File: config.mk
export PLATFORM = sky130hd
export DESIGN_NAME = load_store_unit
export DESIGN_NICKNAME = d
export VERILOG_FILES = /design/src/rtl/load_store_unit.sv
export SDC_FILE = /design/constraint.sdc
export NUM_CORES = 1
export LEC_CHECK = 0
export CORE_ASPECT_RATIO = 2
export CORE_MARGIN = 2
export CORE_UTILIZATION = 44
export CTS_BUF_LIST = sky130_fd_sc_hd__clkbuf_4 sky130_fd_sc_hd__clkbuf_8 sky130_fd_sc_hd__clkbuf_16
export CTS_CLUSTER_DIAMETER = 100
export DETAILED_ROUTE_END_ITERATION = 10
export PLACE_DENSITY = 0.81
export SLEW_MARGIN = 20
export SYNTH_ARGS = -nofsm -noshare
export SYNTH_HDL_FRONTEND = slang
export SYNTH_SLANG_ARGS = --single-unit
File: constraint.sdc
create_clock -name clk -period 3.95 [get_ports clk]
set_input_delay 0.5925 -clock clk [delete_from_list [all_inputs] [get_ports clk]]
set_output_delay 0.5925 -clock clk [all_outputs]
set_load 0.02 [all_outputs]
File: src/rtl/load_store_unit.sv
// Load/store unit bridging the core's byte-addressed accesses to a word-wide RAM bus.
// It checks size and alignment, steers byte lanes, extends load results and aborts stalled accesses.
module load_store_unit #(
   parameter int TIMEOUT = 15
) (
   input  logic        clk,
   input  logic        reset,
   input  logic        req,
   input  logic        we,
   input  logic [2:0]  funct,
   input  logic [31:0] addr,
   input  logic [31:0] wdata,
   output logic [31:0] rdata,
   output logic        done,
   output logic        err,
   output logic        busy,
   output logic        bus_req,
   output logic        bus_we,
   output logic [31:0] bus_addr,
   output logic [3:0]  bus_be,
   output logic [31:0] bus_wdata,
   input  logic        bus_ready,
   input  logic [31:0] bus_rdata
);

   // state  | meaning
   // IDLE   | waiting for req
   // ACCESS | bus cycle in flight, waiting for bus_ready
   // RESP   | done pulse after a completed access
   // ERR    | done+err pulse after a rejected or timed-out access
   typedef enum logic [1:0] {IDLE, ACCESS, RESP, ERR} state_t;

   localparam int CW = $clog2(TIMEOUT + 1);

   state_t        state_q, state_d;
   logic [CW-1:0] cnt_q, cnt_d;
   logic          we_q, we_d;
   logic [2:0]    funct_q, funct_d;
   logic [31:0]   addr_q, addr_d;
   logic [31:0]   wdata_q, wdata_d;
   logic [31:0]   rdata_q, rdata_d;

   logic          req_ok;
   logic [7:0]    lane_b;
   logic [15:0]   lane_h;
   logic [31:0]   load_val;
   logic [3:0]    store_be;
   logic [31:0]   store_data;

   always_ff @(posedge clk or posedge reset) begin
      if (reset) begin
         state_q <= IDLE;
         cnt_q   <= '0;
         we_q    <= 1'b0;
         funct_q <= 3'b000;
         addr_q  <= 32'h0;
         wdata_q <= 32'h0;
         rdata_q <= 32'h0;
      end else begin
         state_q <= state_d;
         cnt_q   <= cnt_d;
         we_q    <= we_d;
         funct_q <= funct_d;
         addr_q  <= addr_d;
         wdata_q <= wdata_d;
         rdata_q <= rdata_d;
      end
   end

   // Size code legality and natural alignment of the incoming request.
   always_comb begin
      req_ok = 1'b0;
      case (funct)
         3'b000:  req_ok = 1'b1;
         3'b001:  req_ok = !addr[0];
         3'b010:  req_ok = (addr[1:0] == 2'b00);
         3'b100:  req_ok = !we;
         3'b101:  req_ok = !we && !addr[0];
         default: req_ok = 1'b0;
      endcase
   end

   always_comb begin
      lane_b = bus_rdata[7:0];
      case (addr_q[1:0])
         2'd0:    lane_b = bus_rdata[7:0];
         2'd1:    lane_b = bus_rdata[15:8];
         2'd2:    lane_b = bus_rdata[23:16];
         default: lane_b = bus_rdata[31:24];
      endcase
      lane_h = addr_q[1] ? bus_rdata[31:16] : bus_rdata[15:0];
      load_val = bus_rdata;
      case (funct_q)
         3'b000:  load_val = {{24{lane_b[7]}}, lane_b};
         3'b100:  load_val = {24'h0, lane_b};
         3'b001:  load_val = {{16{lane_h[15]}}, lane_h};
         3'b101:  load_val = {16'h0, lane_h};
         default: load_val = bus_rdata;
      endcase
   end

   always_comb begin
      store_be   = 4'b1111;
      store_data = wdata_q;
      case (funct_q[1:0])
         2'b00: begin
            store_be   = 4'b0001 << addr_q[1:0];
            store_data = {4{wdata_q[7:0]}};
         end
         2'b01: begin
            store_be   = 4'b0011 << addr_q[1:0];
            store_data = {2{wdata_q[15:0]}};
         end
         default: begin
            store_be   = 4'b1111;
            store_data = wdata_q;
         end
      endcase
   end

   always_comb begin
      state_d = state_q;
      cnt_d   = cnt_q;
      we_d    = we_q;
      funct_d = funct_q;
      addr_d  = addr_q;
      wdata_d = wdata_q;
      rdata_d = rdata_q;
      case (state_q)
         IDLE: begin
            if (req) begin
               if (req_ok) begin
                  we_d    = we;
                  funct_d = funct;
                  addr_d  = addr;
                  wdata_d = wdata;
                  cnt_d   = '0;
                  state_d = ACCESS;
               end else begin
                  state_d = ERR;
               end
            end
         end
         ACCESS: begin
            // bus_ready takes priority over a coincident timeout
            if (bus_ready) begin
               state_d = RESP;
               if (!we_q) rdata_d = load_val;
            end else begin
               cnt_d = cnt_q + CW'(1);
               if (cnt_d == CW'(TIMEOUT)) state_d = ERR;
            end
         end
         RESP:    state_d = IDLE;
         ERR:     state_d = IDLE;
         default: state_d = IDLE;
      endcase
   end

   assign rdata     = rdata_q;
   assign done      = (state_q == RESP) || (state_q == ERR);
   assign err       = (state_q == ERR);
   assign busy      = (state_q != IDLE);
   assign bus_req   = (state_q == ACCESS);
   assign bus_we    = (state_q == ACCESS) && we_q;
   assign bus_addr  = {addr_q[31:2], 2'b00};
   assign bus_be    = (state_q != ACCESS) ? 4'b0000 : (we_q ? store_be : 4'b1111);
   assign bus_wdata = store_data;

endmodule

==> impl_results.md <==
* Layout cell share with drive strength beyond 1 at 0.170
* H-Tree Depth at 3
* Ys async rst share at 1.00
* Port Buffers at ~210
* Arr. time, crit path at between 2 and 2.5 ns
* Via Count at 4027
* Synth cell types at 43
* DP HPWL at 10600 um
* Die W at slightly above 80 um
* R2r setup slk at approximately 1.7 ns
* CTS Root Cell: clkbuf_16
* Yosys top cell area share at 0.501
* Setup bufs post-CTS at 0
* Post-synth top flop: dfrtp_1
* Maximum clock path buffer count at 2
* Synth Instances at between 400 and 500
* Row count at 56
* Multi-input logic area at 2200 um^2
* DR iter-0 viols at 156
* Number of synthesized flops with an enable pin at 0
* Peak Freq at ~340 MHz
* Critical path launch point type: register
* Min Tclk post-route at between 2 and 3 ns
* # hold bufs at CTS at 0
* Worst R2R Start: addr_q[1]$_DFFE_PP0P_
* CP required at between 3 and 4 ns
* CTS sink cnt at between 100 and 150
* Pwr/cell area at 885 nW/um^2
* Synth warn at 0
* Worst Path Max Fanout at 25
* DRC violations left at 0
* Synth Register Bits at between 100 and 150
* Ant. Diodes at 0
* Skew final at about 0.0094 ns
* Final nets at 730
* Die ar. at about 13000 um^2
* Hold Startpoint: addr_q[26]$_DFFE_PP0P_
* GPL Wtd Cong at between 0.7 and 0.8
* Worst skew pair latency at around 0.34 ns
* Storage element area at between 2000 and 3000 um^2
* Core area at roughly 12000 um^2
* 1st-pass router iterations at 4
* Die height at ~160 um
* CTS resizes at 0
* Initial antenna violation count at 0
* Synth-to-layout area growth at 41.0%
* CTS Buf Count at 9
* Peak supply drop at about 0.0005 V
* Final hold violation count at 0
* RSZ-0062 raised after global routing: no
* CTS tree: built
* Status: finished, final reports clean
* Avg Inst Size Synth at 11.3 um^2
* Max cap viols at 0
* Avg Vias per Cell at 5.20
* Count leader, synth: dfrtp_1
* Largest cells by area after synthesis: dfrtp_1, mux2_2, buf_4, nand2_1, mux2_4
* WL final at between 10000 and 15000 um
* Crit path kind: reg -> out
* Filler Cell Count at 930
* Initial Util at 0.450
* I/O pins at between 200 and 250
* Critical path capture point type: output port
* LEAKAGE at about 3.1 nW
* Largest net degree at the start of global routing at 70
* First-pass GRT wire length at approximately 22000 um
* Most frequent cells after synthesis: dfrtp_1, mux2_2, buf_4, nand2_1, a21oi_1
* Share of the yosys chip area belonging to registers at 0.501
* Total gr overflow at 0
* Global Route Usage Sum at 0.223
* Largest area contributor in the netlist: dfrtp_1
* Hold/Removal Path Class: reg -> reg
* Final antenna-violating net count at 0
* Worst Setup SP: funct_q[1]$_DFFE_PP0P_
* Placement Setup Slack at roughly 1.0 ns
* Vias in the first global route at roughly 4400
* Setup ws final at around 0.97 ns
* Wire per inst at approximately 18 um
* Setup TNS at 0 ns
* Worst-margin pin slew at roughly 0.96 ns
* Tcrit/Tclk final at 0.755
* Post-synthesis cell area at ~5300 um^2
* Final setup violation count at 0
* Max transition margin at 0.360
* Slew Limit Fails at 0
* Clock-pin slew on the worst setup and hold paths at 0.08 ns
-- layout make-up --
class,count,area share
inverter,5,0.00285
tap,145,0.0243
sequential,106,0.355
timing repair buffer,212,0.284
clock inverter,6,0.00653
multi-input combinational,290,0.295
clock buffer,10,0.0320
-- power by group --
group          switching (mW)  internal [mW]
sequential              0.430           1.63
clock                   0.414          0.452
combinational            1.81           1.87
total                    2.65           3.95
-- flip-flops by register name, summed over array words and instances, names as in the netlist --
signal and count:
we_q 1, rdata 32, cnt_q 4, wdata_q 32
funct_q 3, addr_q 32, state_q 2
-- cells by family (layout without fill, tap and decap cells) --
family / after synthesis / in the layout / share of synthesized area
xor gates and xnor gates: 1 / 1 / 0.00165
other: 1 / 2 / 0.000708
buffers and inverters: 73 / 233 / 0.0855
and+or+nand+nor: 105 / 105 / 0.0954
AOI/OAI and AO/OA: 78 / 78 / 0.0888
muxes: 102 / 102 / 0.222
DFF: 106 / 106 / 0.501
adders and majority gates: 2 / 2 / 0.00472
-- worst paths after layout --
| path | end | depth (start not counted) |
|---|---|---|
| setup / recovery | bus_wdata[15] | 3 |
| hold / removal | addr_q[26]$_DFFE_PP0P_ | 1 |
| setup reg to reg | rdata[11]$_DFFE_PP0P_ | 3 |
| hold reg to reg | addr_q[26]$_DFFE_PP0P_ | 1 |
| max in group asynchronous | addr_q[12]$_DFFE_PP0P_ | 3 |
| min in group asynchronous | rdata[29]$_DFFE_PP0P_ | 2 |
-- layer usage --
| metal | vias up | GRT usage | wire length [um] |
|---|---|---|---|
| li1 | 1893 | - | - |
| met1 | 1938 | 0.236 | 4940 |
| met2 | 159 | 0.404 | 7700 |
| met3 | 37 | 0.0385 | 683 |
| met4 | 0 | 0.117 | 680 |
| met5 | - | 0 | 0 |
-- placed cells by master (no fill, tap or decap), types with 14 or more instances in the layout --
master	synthesis	routed
clkdlybuf4s50_1	0	206
dfrtp_1	106	105
mux2_2	66	66
nand2_1	41	41
a21oi_1	29	29
nor2_1	28	28
o21ai_0	20	20
mux2i_1	15	15
nand2b_1	14	14
-- critical path, stage by stage, from the launching register on --
cell             delay, ns
dfrtp_2               0.57
nor2_2                0.51
mux2_2                0.40
clkdlybuf4s50_1       0.56
-- metrics by stage --
| step | hold WS (ns) | total power, mW | utilization | instance area (um^2) | cells |
|---|---|---|---|---|---|
| after detailed placement | 0.481 | 5.79 | 0.610 | 7180 | 758 |
| after global placement | 0.475 | 5.68 | 0.610 | 7180 | 758 |
| final | 0.494 | 6.61 | 0.634 | 7470 | 774 |
| after floorplan | 0.465 | 4.34 | - | 5300 | 469 |
| after global routing | 0.518 | 7.01 | 0.634 | 7470 | 774 |
| after CTS | 0.498 | 6.67 | 0.634 | 7470 | 774 |
(Power assumes the default switching activity.)
